**config.mk**
```make
export PLATFORM = sky130hd
export DESIGN_NAME = mod_mapper_ctrl
export DESIGN_NICKNAME = d
export VERILOG_FILES = /design/src/rtl/mod_pkg.sv /design/src/rtl/bit_group_shifter.sv /design/src/rtl/mod_mapper_ctrl.sv
export SDC_FILE = /design/constraint.sdc
export NUM_CORES = 1
export LEC_CHECK = 0
export ABC_AREA = 1
export CORE_ASPECT_RATIO = 1.75
export CORE_UTILIZATION = 41
export DETAILED_ROUTE_END_ITERATION = 12
export GPL_TIMING_DRIVEN = 0
export PLACE_DENSITY_LB_ADDON = 0.15
export REMOVE_ABC_BUFFERS = 1
export SLEW_MARGIN = 30
export SYNTH_ARGS = -nofsm -noshare
export SYNTH_HDL_FRONTEND = slang
export SYNTH_SLANG_ARGS = --single-unit
```
**constraint.sdc**
```tcl
create_clock -name clk -period 2 [get_ports clk]
set_clock_uncertainty 0.2 [all_clocks]
set_input_delay 0.2 -clock clk [delete_from_list [all_inputs] [get_ports clk]]
set_output_delay 0.2 -clock clk [all_outputs]
set_load 0.1 [all_outputs]
```
**src/rtl/mod_pkg.sv**
```systemverilog
// -----------------------------------------------------------------------------
// mod_pkg
// Shared definitions for the PUSCH modulation mapper sequencer:
//   - modulation code values as carried on cfg_mod
//   - Qm (bits per symbol) lookup
//   - sequencer state encoding
// -----------------------------------------------------------------------------
package mod_pkg;

    localparam logic [1:0] MOD_BPSK  = 2'b00;
    localparam logic [1:0] MOD_QPSK  = 2'b01;
    localparam logic [1:0] MOD_QAM16 = 2'b10;
    localparam logic [1:0] MOD_QAM64 = 2'b11;

    // Widest group (64QAM) sets the width of the LUT address bus.
    localparam int GROUP_W = 6;

    typedef enum logic [2:0] {
        ST_IDLE    = 3'd0,
        ST_COLLECT = 3'd1,
        ST_MAP     = 3'd2,
        ST_CAPTURE = 3'd3,
        ST_OUT     = 3'd4
    } state_t;

    // Bits per constellation symbol for a given modulation code.
    function automatic logic [2:0] qm_of(input logic [1:0] mod);
        logic [2:0] qm;
        qm = 3'd1;
        case (mod)
            MOD_BPSK:  qm = 3'd1;
            MOD_QPSK:  qm = 3'd2;
            MOD_QAM16: qm = 3'd4;
            MOD_QAM64: qm = 3'd6;
            default:   qm = 3'd1;
        endcase
        return qm;
    endfunction

endpackage

```
**src/rtl/bit_group_shifter.sv**
```systemverilog
// -----------------------------------------------------------------------------
// bit_group_shifter
// Serial-in shift register that assembles one Qm-bit constellation group.
// The first bit of a group ends up at group_bits[qm-1], the last at bit 0.
// A short final group is left-justified within qm and zero-filled below.
//
// Ports
//   clk, rst     : clock, synchronous active-high reset
//   clr          : clear the group register and bit counter (new group)
//   shift_en     : accept bit_in this cycle
//   bit_in       : serial data bit
//   last_bit     : bit_in is the final bit of the codeword
//   qm           : bits per symbol for the codeword in progress (1,2,4,6)
//   group_bits   : current group, right-aligned, upper bits zero
//   group_done   : combinational; this shift completes the group
//   pad          : combinational; this shift completes a short group
// -----------------------------------------------------------------------------
module bit_group_shifter
    import mod_pkg::*;
(
    input  logic               clk,
    input  logic               rst,
    input  logic               clr,
    input  logic               shift_en,
    input  logic               bit_in,
    input  logic               last_bit,
    input  logic [2:0]         qm,
    output logic [GROUP_W-1:0] group_bits,
    output logic               group_done,
    output logic               pad
);

    logic [GROUP_W-1:0] sr_q, sr_d;
    logic [2:0]         gcnt_q, gcnt_d;
    logic [2:0]         cnt_inc;
    logic [GROUP_W-1:0] shifted;

    always_comb begin
        // NOTE: every signal driven here gets a default first, so no path
        // through the branches can leave it unassigned and infer a latch.
        sr_d       = sr_q;
        gcnt_d     = gcnt_q;
        group_done = 1'b0;
        pad        = 1'b0;
        cnt_inc    = gcnt_q + 3'd1;
        shifted    = {sr_q[GROUP_W-2:0], bit_in};

        if (clr) begin
            sr_d   = '0;
            gcnt_d = '0;
        end else if (shift_en) begin
            gcnt_d     = cnt_inc;
            group_done = (cnt_inc == qm) || last_bit;
            pad        = last_bit && (cnt_inc < qm);
            // A short final group is moved up so its first bit still sits at
            // qm-1; the vacated low positions shift in as zeros.
            sr_d       = pad ? (shifted << (qm - cnt_inc)) : shifted;
        end
    end

    always_ff @(posedge clk) begin
        // NOTE: sequential state is updated with non-blocking assignments so
        // every flop samples the pre-edge value of every other flop.
        if (rst) begin
            sr_q   <= '0;
            gcnt_q <= '0;
        end else begin
            sr_q   <= sr_d;
            gcnt_q <= gcnt_d;
        end
    end

    assign group_bits = sr_q;

endmodule

```
**src/rtl/mod_mapper_ctrl.sv**
```systemverilog
// -----------------------------------------------------------------------------
// mod_mapper_ctrl
// Sequencer for the PUSCH modulation mapper. Gathers the serial scrambled bit
// stream into Qm-bit groups, fires the matching constellation LUT for one
// cycle, registers the returned I/Q pair and hands it downstream on a
// valid/ready handshake. Modulation order and codeword length are latched
// when a codeword starts.
//
// Ports
//   clk, rst                         : clock, synchronous active-high reset
//   start                            : begin a codeword (honoured in IDLE only)
//   cfg_mod, cfg_num_bits            : modulation code and codeword bit count
//   bit_in, bit_valid, bit_ready     : serial input handshake
//   lut_bits                         : current group to the LUTs, right-aligned
//   en_bpsk/en_qpsk/en_qam16/en_qam64: one-hot, one-cycle LUT enables
//   lut_i, lut_q                     : LUT response (sampled the cycle after
//                                      the enable)
//   sym_i, sym_q, sym_valid,
//   sym_ready, sym_last              : symbol output handshake
//   busy                             : any state other than IDLE
//   err_pad                          : sticky; short last group or zero length
// -----------------------------------------------------------------------------
module mod_mapper_ctrl
    import mod_pkg::*;
#(
    parameter int LUT_WIDTH = 18,
    parameter int LEN_WIDTH = 16
) (
    input  logic                        clk,
    input  logic                        rst,
    input  logic                        start,
    input  logic [1:0]                  cfg_mod,
    input  logic [LEN_WIDTH-1:0]        cfg_num_bits,
    input  logic                        bit_in,
    input  logic                        bit_valid,
    output logic                        bit_ready,
    output logic [5:0]                  lut_bits,
    output logic                        en_bpsk,
    output logic                        en_qpsk,
    output logic                        en_qam16,
    output logic                        en_qam64,
    input  logic signed [LUT_WIDTH-1:0] lut_i,
    input  logic signed [LUT_WIDTH-1:0] lut_q,
    output logic signed [LUT_WIDTH-1:0] sym_i,
    output logic signed [LUT_WIDTH-1:0] sym_q,
    output logic                        sym_valid,
    input  logic                        sym_ready,
    output logic                        sym_last,
    output logic                        busy,
    output logic                        err_pad
);

    state_t                      state_q, state_d;
    logic [1:0]                  mod_q, mod_d;
    logic [LEN_WIDTH-1:0]        rem_q, rem_d;
    logic                        err_pad_q, err_pad_d;
    logic signed [LUT_WIDTH-1:0] sym_i_q, sym_i_d;
    logic signed [LUT_WIDTH-1:0] sym_q_q, sym_q_d;
    logic                        sym_last_q, sym_last_d;
    logic                        sym_valid_q, sym_valid_d;
    logic                        bit_ready_q, bit_ready_d;
    logic                        busy_q, busy_d;
    // Enable vector indexed by modulation code: {qam64, qam16, qpsk, bpsk}.
    logic [3:0]                  en_q, en_d;

    logic                        bit_accept;
    logic                        grp_clr;
    logic                        grp_done;
    logic                        grp_pad;
    logic                        last_bit;
    logic [2:0]                  qm;
    logic [GROUP_W-1:0]          group_bits;

    assign qm         = qm_of(mod_q);
    // bit_ready_q is high exactly while in COLLECT, so this is the transfer.
    assign bit_accept = bit_ready_q && bit_valid;
    assign last_bit   = (rem_q <= LEN_WIDTH'(1));

    bit_group_shifter u_shifter (
        .clk        (clk),
        .rst        (rst),
        .clr        (grp_clr),
        .shift_en   (bit_accept),
        .bit_in     (bit_in),
        .last_bit   (last_bit),
        .qm         (qm),
        .group_bits (group_bits),
        .group_done (grp_done),
        .pad        (grp_pad)
    );

    always_comb begin
        state_d    = state_q;
        mod_d      = mod_q;
        rem_d      = rem_q;
        err_pad_d  = err_pad_q;
        sym_i_d    = sym_i_q;
        sym_q_d    = sym_q_q;
        sym_last_d = sym_last_q;
        grp_clr    = 1'b0;

        case (state_q)
            ST_IDLE: begin
                if (start) begin
                    if (cfg_num_bits != '0) begin
                        mod_d     = cfg_mod;
                        rem_d     = cfg_num_bits;
                        err_pad_d = 1'b0;
                        grp_clr   = 1'b1;
                        state_d   = ST_COLLECT;
                    end else begin
                        // Zero-length codeword: flag it and emit nothing.
                        err_pad_d = 1'b1;
                    end
                end
            end

            ST_COLLECT: begin
                if (bit_accept) begin
                    rem_d = (rem_q != '0) ? rem_q - LEN_WIDTH'(1) : '0;
                    if (grp_pad) begin
                        err_pad_d = 1'b1;
                    end
                    if (grp_done) begin
                        state_d = ST_MAP;
                    end
                end
            end

            ST_MAP: begin
                state_d = ST_CAPTURE;
            end

            ST_CAPTURE: begin
                sym_i_d    = lut_i;
                sym_q_d    = lut_q;
                sym_last_d = (rem_q == '0);
                state_d    = ST_OUT;
            end

            ST_OUT: begin
                if (sym_ready) begin
                    grp_clr = 1'b1;
                    state_d = sym_last_q ? ST_IDLE : ST_COLLECT;
                end
            end

            default: begin
                state_d = ST_IDLE;
            end
        endcase

        // Status outputs are registered from the next state so they line up
        // exactly with the state they describe, with no decode glitches.
        bit_ready_d = (state_d == ST_COLLECT);
        busy_d      = (state_d != ST_IDLE);
        sym_valid_d = (state_d == ST_OUT);
        en_d        = '0;
        if (state_d == ST_MAP) begin
            en_d[mod_q] = 1'b1;
        end
    end

    always_ff @(posedge clk) begin
        // NOTE: the symbol datapath registers are reset too, because sym_i and
        // sym_q must read zero after reset, not just be qualified by valid.
        if (rst) begin
            state_q     <= ST_IDLE;
            mod_q       <= '0;
            rem_q       <= '0;
            err_pad_q   <= 1'b0;
            sym_i_q     <= '0;
            sym_q_q     <= '0;
            sym_last_q  <= 1'b0;
            sym_valid_q <= 1'b0;
            bit_ready_q <= 1'b0;
            busy_q      <= 1'b0;
            en_q        <= '0;
        end else begin
            state_q     <= state_d;
            mod_q       <= mod_d;
            rem_q       <= rem_d;
            err_pad_q   <= err_pad_d;
            sym_i_q     <= sym_i_d;
            sym_q_q     <= sym_q_d;
            sym_last_q  <= sym_last_d;
            sym_valid_q <= sym_valid_d;
            bit_ready_q <= bit_ready_d;
            busy_q      <= busy_d;
            en_q        <= en_d;
        end
    end

    assign bit_ready = bit_ready_q;
    assign lut_bits  = group_bits;
    assign en_bpsk   = en_q[MOD_BPSK];
    assign en_qpsk   = en_q[MOD_QPSK];
    assign en_qam16  = en_q[MOD_QAM16];
    assign en_qam64  = en_q[MOD_QAM64];
    assign sym_i     = sym_i_q;
    assign sym_q     = sym_q_q;
    assign sym_valid = sym_valid_q;
    assign sym_last  = sym_last_q;
    assign busy      = busy_q;
    assign err_pad   = err_pad_q;

endmodule

```
==> results of run 1 <==
## timing repair
action | in CTS | in global routing
resized for setup | 87 | 32
setup buffers | 22 | 5
endpoints found under the setup margin | 81 | 35
pin swaps | 14 | 19
## kinds of logic (layout without fill, tap and decap cells)
| kind of cell | Yosys count | count (layout) |
|---|---|---|
| and+or+nand+nor | 249 | 249 |
| AOI/OAI and AO/OA | 104 | 104 |
| DFF | 75 | 75 |
| buffers and inverters | 74 | 207 |
| xor gates and xnor gates | 12 | 12 |
| adders and majority gates | 8 | 8 |
## metal layers
layer | routed length (um) | up-vias | track usage, %
li1 | - | 1925 | -
met1 | 3970 | 1710 | 24.5
met2 | 5090 | 122 | 39.7
met3 | 631 | 33 | 6.12
met4 | 425 | 0 | 14.6
met5 | 0 | - | 0
## worst min-delay path, delay by kind of cell
kind          cells  cell delay (ns)
simple gates      2             0.14
buf+inv           1             0.39
## registers in the layout, indices dropped and copies added (netlist names), 2 cells and up
name                  count
en_q                      4
mod_q                     2
rem_q                    16
state_q                   3
sym_i                    18
sym_q                    18
u_shifter.gcnt_q          3
u_shifter.group_bits      6
## per-stage QoR
| stage | utilization (%) | setup TNS [ns] |
|---|---|---|
| global route | 63.4 | -1.47 |
| global placement | 55.2 | -86.72 |
| CTS | 62.0 | -0.550 |
| floorplan | - | -27.21 |
| finish | 63.4 | -0.823 |
| detailed placement | 55.8 | -6.44 |
## synthesized netlist by cell type (all sizes together)
cell / number
xnor2: 5
inv: 51
o211ai: 4
o22ai: 4
dfxtp: 75
clkinv: 1
nand3b: 1
nor3: 12
nand4: 3
o21ai: 64
a21oi: 32
nor2: 130
fa: 1
or2: 1
xor2: 7
nand2: 79
ha: 7
buf: 9
nand3: 23
clkbuf: 13
## power by group
group          internal [mW]  switching [mW]  total, mW
logic                  0.501           0.714       1.21
registers               1.57          0.0790       1.65
clock network           1.13           0.614       1.74
total                   3.20            1.41       4.60
## final timing paths
kind / startpoint / to / slack (ns) / cells past startpoint
setup / recovery: u_shifter.gcnt_q[0] / u_shifter.group_bits[5] / -0.16 / 13
hold / removal: lut_q[14] / sym_q[14] / 0.25 / 3
setup reg to reg: u_shifter.gcnt_q[0] / u_shifter.group_bits[5] / -0.16 / 13
hold reg to reg: u_shifter.group_bits[5] / u_shifter.group_bits[5] / 0.26 / 2
## final cells by class
class	instances	area [um2]
multi-input cells	373	2030
flip-flops and latches	75	1510
repair buffers	139	1280
fillers	827	3170
well taps	117	146
clock buffers	12	246
inverters	52	211
clock inverters	4	73.8
==> qor.txt, run 1 <==
Kind of cell adding the most delay to the critical path = simple AND/OR/NAND/NOR gates
CTS Buf Count = 9
Critical path cell sequence = ha_4 > xnor2_4 > ha_4 > nand2_2 > inv_2 > nand2_2 > nand2_2 > nand2_4 > nor2_4 > buf_6 > nand3_2 > o211ai_1 > a21oi_1
Total gr overflow = 0
Yosys top cell by area = dfxtp_1
Yosys top cell area share = 41.2%
I/O Buffers = 110
Max-slew violations = 0
RSZ-0062 raised after global routing = yes
CP Max Fanout = 4
Most common cell after layout, fill and taps aside = nor2_1
Post-Place Worst Slack = -0.305 ns
H-tree depth = 3
Cts hold-fix bufs = 0
Fmax = 0.462 GHz
Largest family of logic cells by synthesized area = simple AND/OR/NAND/NOR gates
1st-pass router iterations = 4
Worst Max-Slew Pin Slew = 0.992 ns
GP Congestion = 0.916
Max-cap violations = 0
Area after DPL = 4840 um2
Buffer and inverter count on the worst path = 2
Die area = 9290 um2
Hold Slack = 0.247 ns
Max_slew headroom = 34.1%
Worst EP required = 2.01 ns
CP max stage delay = 0.36 ns
Die Width = 73.3 um
First-pass GRT wire length = 16.8 mm
Synthesized area = 3650 um2
CTS max path bufs = 2
Synth Area in Adders = 2.95%
Critical Path AT = 2.17 ns
Simple-gate share of the synthesized area = 29.0%
Post-synthesis register bit count = 75
Crit. End Element = flop
Crit-path slowest cell = dfxtp_4
Final net count = 718
DRT iter0 DRCs = 221
Synth cell types = 36
Main area contributors after synthesis = dfxtp_1 41%, nor2_1 13%, nand2_1 7.9%
Initial antenna violation count = 0
Core Region = 8670 um2
Syn Inst Count = 522
Mux contribution to synthesized area = 0%
N_diodes = 0
Min-Delay Path Class = in -> reg
Largest net degree at the start of global routing = 41
CTS tree = yes
WL/cell = 13.1 um
DRC Markers = 0
CTS Sinks = 75
Final wirelength = 10.1 mm
Status = complete, but fails checks
Initial Utilization = 42.1%
Failing checks = negative setup slack
Worst skew pair latency = 0.33 ns
Min Tclk post-route = 2.16 ns
Share of layout cells above drive strength 1 = 16.9%
Die Y-Extent = 127 um
DR vias = 3,790
Post-route ant nets = 0
Post-DR vias/cell = 4.91
YS warnings = 0
Setup ws final = -0.164 ns
Area Growth Syn to Fin = 50.8%
DP Wirelength = 6.73 mm
Final Cell Area = 5500 um2
CP Launch Type = flop
Vias in the first global route = 3,876
Syn avg cell area = 6.99 um2
Crit Path Class = reg -> reg
Xor-xnor portion of the synthesized cell area = 2.88%
Pleak = 2.57 nW
Maximum vdd drop = 0.703 mV
Root Driver = clkbuf_16
Final setup vio count = 6
Pwr Density = 837 nW/um2
Std-Cell Rows = 45
Total GRT Usage = 23.2%
Sequential fraction of the synthesis area = 41.2%
Crit path top cell by count = nand2_2
Final Cycle Share = 108%
Pwr Total = 4.60 mW
# placed instances = 730
Clock Pin Slew Worst Setup and Hold Paths = 0.06 ns
Final Hold Vio Count = 0
Complex-gate fraction of the synthesized area = 15.5%
Commonest cells after routing, fill and taps aside = 122 x nor2_1, 71 x dfxtp_1, 69 x nand2_1, 59 x clkdlybuf4s50_1, 49 x o21ai_0
Finished Layout Cells = 772
Io pins = 111
Power figures use the tool's default switching activity.
==> inputs of run 2 (changes only) <==
--- a/config.mk
+++ b/config.mk
@@ -12,6 +12,7 @@
 export GPL_TIMING_DRIVEN = 0
 export PLACE_DENSITY_LB_ADDON = 0.15
 export REMOVE_ABC_BUFFERS = 1
+export SKIP_CTS_REPAIR_TIMING = 1
 export SLEW_MARGIN = 30
 export SYNTH_ARGS = -nofsm -noshare
 export SYNTH_HDL_FRONTEND = slang
==> qor.txt, run 2 (synthesis gave the netlist of run 1 again) <==
Status = complete, but fails checks
Failing checks = negative setup slack
Vias in the first global route = 3,721 (-4.0%)
H-tree depth = 3 (unchanged)
Final Cell Area = 5620 um2 (+2.1%)
Kind of cell adding the most delay to the critical path = simple AND/OR/NAND/NOR gates
Final wirelength = 9.90 mm (-2.1%)
Setup ws final = -0.203 ns (-0.0384 ns)
Hold path startpoint = mod_q[1]
RR Startpoint = u_shifter.gcnt_q[0]
Initial Utilization = 42.1% (unchanged)
Pwr Density = 811 nW/um2 (-3.0%)
I/O Buffers = 110 (unchanged)
Worst Max-Slew Pin Slew = 0.988 ns (-0.00404 ns)
# placed instances = 730 (unchanged)
Area after DPL = 4840 um2 (unchanged)
Root Driver = clkbuf_16
Max-cap violations = 0 (unchanged)
Pwr Total = 4.56 mW (-1.0%)
DP Wirelength = 6.73 mm (unchanged)
Maximum vdd drop = 0.703 mV (about the same)
First-pass GRT wire length = 16.1 mm (-4.3%)
Switching Share = 30.4% (-0.19 points)
Clock Pin Slew Worst Setup and Hold Paths = 0.06 ns (about the same)
Worst EP required = 2.06 ns (+0.05 ns)
CTS max path bufs = 2 (unchanged)
Min-Delay Path Class = reg -> reg
Largest net degree at the start of global routing = 41 (unchanged)
Post-DR vias/cell = 4.92 (+0.24%)
Finished Layout Cells = 761 (-1.4%)
Pleak = 3.25 nW (+26%)
Share of layout cells above drive strength 1 = 15.2% (-1.7 points)
Core Region = 8670 um2 (unchanged)
Total GRT Usage = 22.1% (-1.0 points)
Final setup vio count = 6 (unchanged)
CTS tree = yes
Max_slew headroom = 34.0% (-0.10 points)
Crit-path slowest cell = dfxtp_4
Die Width = 73.3 um (unchanged)
Most common cell after layout, fill and taps aside = nor2_1
Buffer and inverter count on the worst path = 1 (-1)
Post-route ant nets = 0 (unchanged)
Final Hold Vio Count = 0 (unchanged)
Die area = 9290 um2 (unchanged)
Critical path cell sequence = ha_4 > xnor2_4 > ha_4 > nand2_2 > inv_2 > nand2_2 > nand2_2 > nand2_4 > nor2_4 > nand2_4 > nor2_4 > nand3_1 > a21oi_1
Std-Cell Rows = 45 (unchanged)
Commonest cells after routing, fill and taps aside = 122 x nor2_1, 71 x dfxtp_1, 65 x nand2_1, 59 x clkdlybuf4s50_1, 51 x dlymetal6s2s_1
Clock share of power = 38.1% (+0.3 points)
Die Y-Extent = 127 um (unchanged)
GP Congestion = 0.916 (unchanged)
Io pins = 111 (unchanged)
CP Max Fanout = 5 (+1)
Post-layout util = 64.8% (+1.3 points)
DRC Markers = 0 (unchanged)
Final Cycle Share = 110% (+1.9 points)
1st-pass router iterations = 4 (unchanged)
Max-slew violations = 0 (unchanged)
Worst skew pair latency = 0.33 ns (about the same)
Fmax = 0.454 GHz (-1.7%)
Critical Path AT = 2.26 ns (+0.09 ns)
CP max stage delay = 0.36 ns (about the same)
N_diodes = 0 (unchanged)
CP Launch Point = u_shifter.gcnt_q[0]
Final net count = 707 (-1.5%)
DRT iter0 DRCs = 203 (-8.1%)
Area Growth Syn to Fin = 54.0%
Sequential Power Share = 36.1% (+0.3 points)
Internal cell power = 3.17 mW (-0.74%)
CP Launch Type = flop
Total gr overflow = 0 (unchanged)
Crit. End Element = flop
Sw power = 1.38 mW (-1.6%)
WL/cell = 13.0 um (-0.68%)
Crit Path Class = reg -> reg
Combinational power share = 25.8% (-0.6 points)
CTS Sinks = 75 (unchanged)
RSZ-0062 raised after global routing = yes
Crit path top cell by count = nand2_2
CTS Buf Count = 9 (unchanged)
Initial antenna violation count = 0 (unchanged)
Min Tclk post-route = 2.20 ns (+0.0384 ns)
DR vias = 3,745 (-1.2%)
-- run 2: changes by cell type in the layout (fill, tap and decap cells not counted), sizes merged --
| cell | change |
|---|---|
| clkbuf | -3 |
| clkdlybuf4s15 | -2 |
| clkinvlp | -1 |
| dlymetal6s2s | +51 |
| dlygate4sd2 | -46 |
| clkinv | +1 |
| buf | -11 |
-- run 2: worst register-to-register path, cell delays in order (launching register included) --
cell     delay [ns]
dfxtp_4        0.36
ha_4           0.17
xnor2_4        0.14
ha_4           0.32
nand2_2        0.06
inv_2          0.07
nand2_2        0.05
nand2_2        0.07
nand2_4        0.06
nor2_4         0.19
nand2_4        0.09
nor2_4         0.11
nand3_1        0.10
a21oi_1        0.13
-- run 2: cell type report --
type | count | area [um2]
Timing Repair Buffer | 128 | 1400
Fill cell | 790 | 3060
Tap cell | 117 | 146
Inverter | 52 | 208
Multi-Input combinational cell | 373 | 2020
Sequential cell | 75 | 1510
Clock inverter | 4 | 73.8
Clock buffer | 12 | 246
-- run 2: per-stage QoR --
step | hold slack (ns) | TNS [ns] | worst slack, ns
2_1_floorplan | 0.135 | -27.21 | -0.535
3_5_place_dp | 0.254 | -6.44 | -0.305
3_3_place_gp | 0.255 | -86.72 | -1.80
6_report | 0.242 | -0.930 | -0.203
4_1_cts | 0.241 | -16.17 | -0.382
5_1_grt | 0.259 | -1.68 | -0.311
-- run 2: power groups by stage --
stage          Sequential, mW  Clock, mW  Combinational (mW)
2_1_floorplan            1.76          0               0.593
3_3_place_gp             1.67          0               0.965
3_5_place_dp             1.68          0               0.992
4_1_cts                  1.64       1.77               0.999
5_1_grt                  1.65       1.82                1.30
6_report                 1.65       1.74                1.18
-- run 2: path summary, 6_finish.rpt --
kind | slack, ns | endpoint | depth (start not counted)
worst max register to register | -0.20 | u_shifter.group_bits[3] | 13
worst min-delay path | 0.24 | en_q[1] | 1
worst min register to register | 0.24 | en_q[1] | 1
worst max-delay path | -0.20 | u_shifter.group_bits[3] | 13
-- run 2: layer usage --
metal	up-vias	share of wire [%]	track usage [%]
li1	1901	-	-
met1	1701	39	22.9
met2	118	52	38.6
met3	25	6.1	6.43
met4	0	3.3	13.0
met5	-	0	0
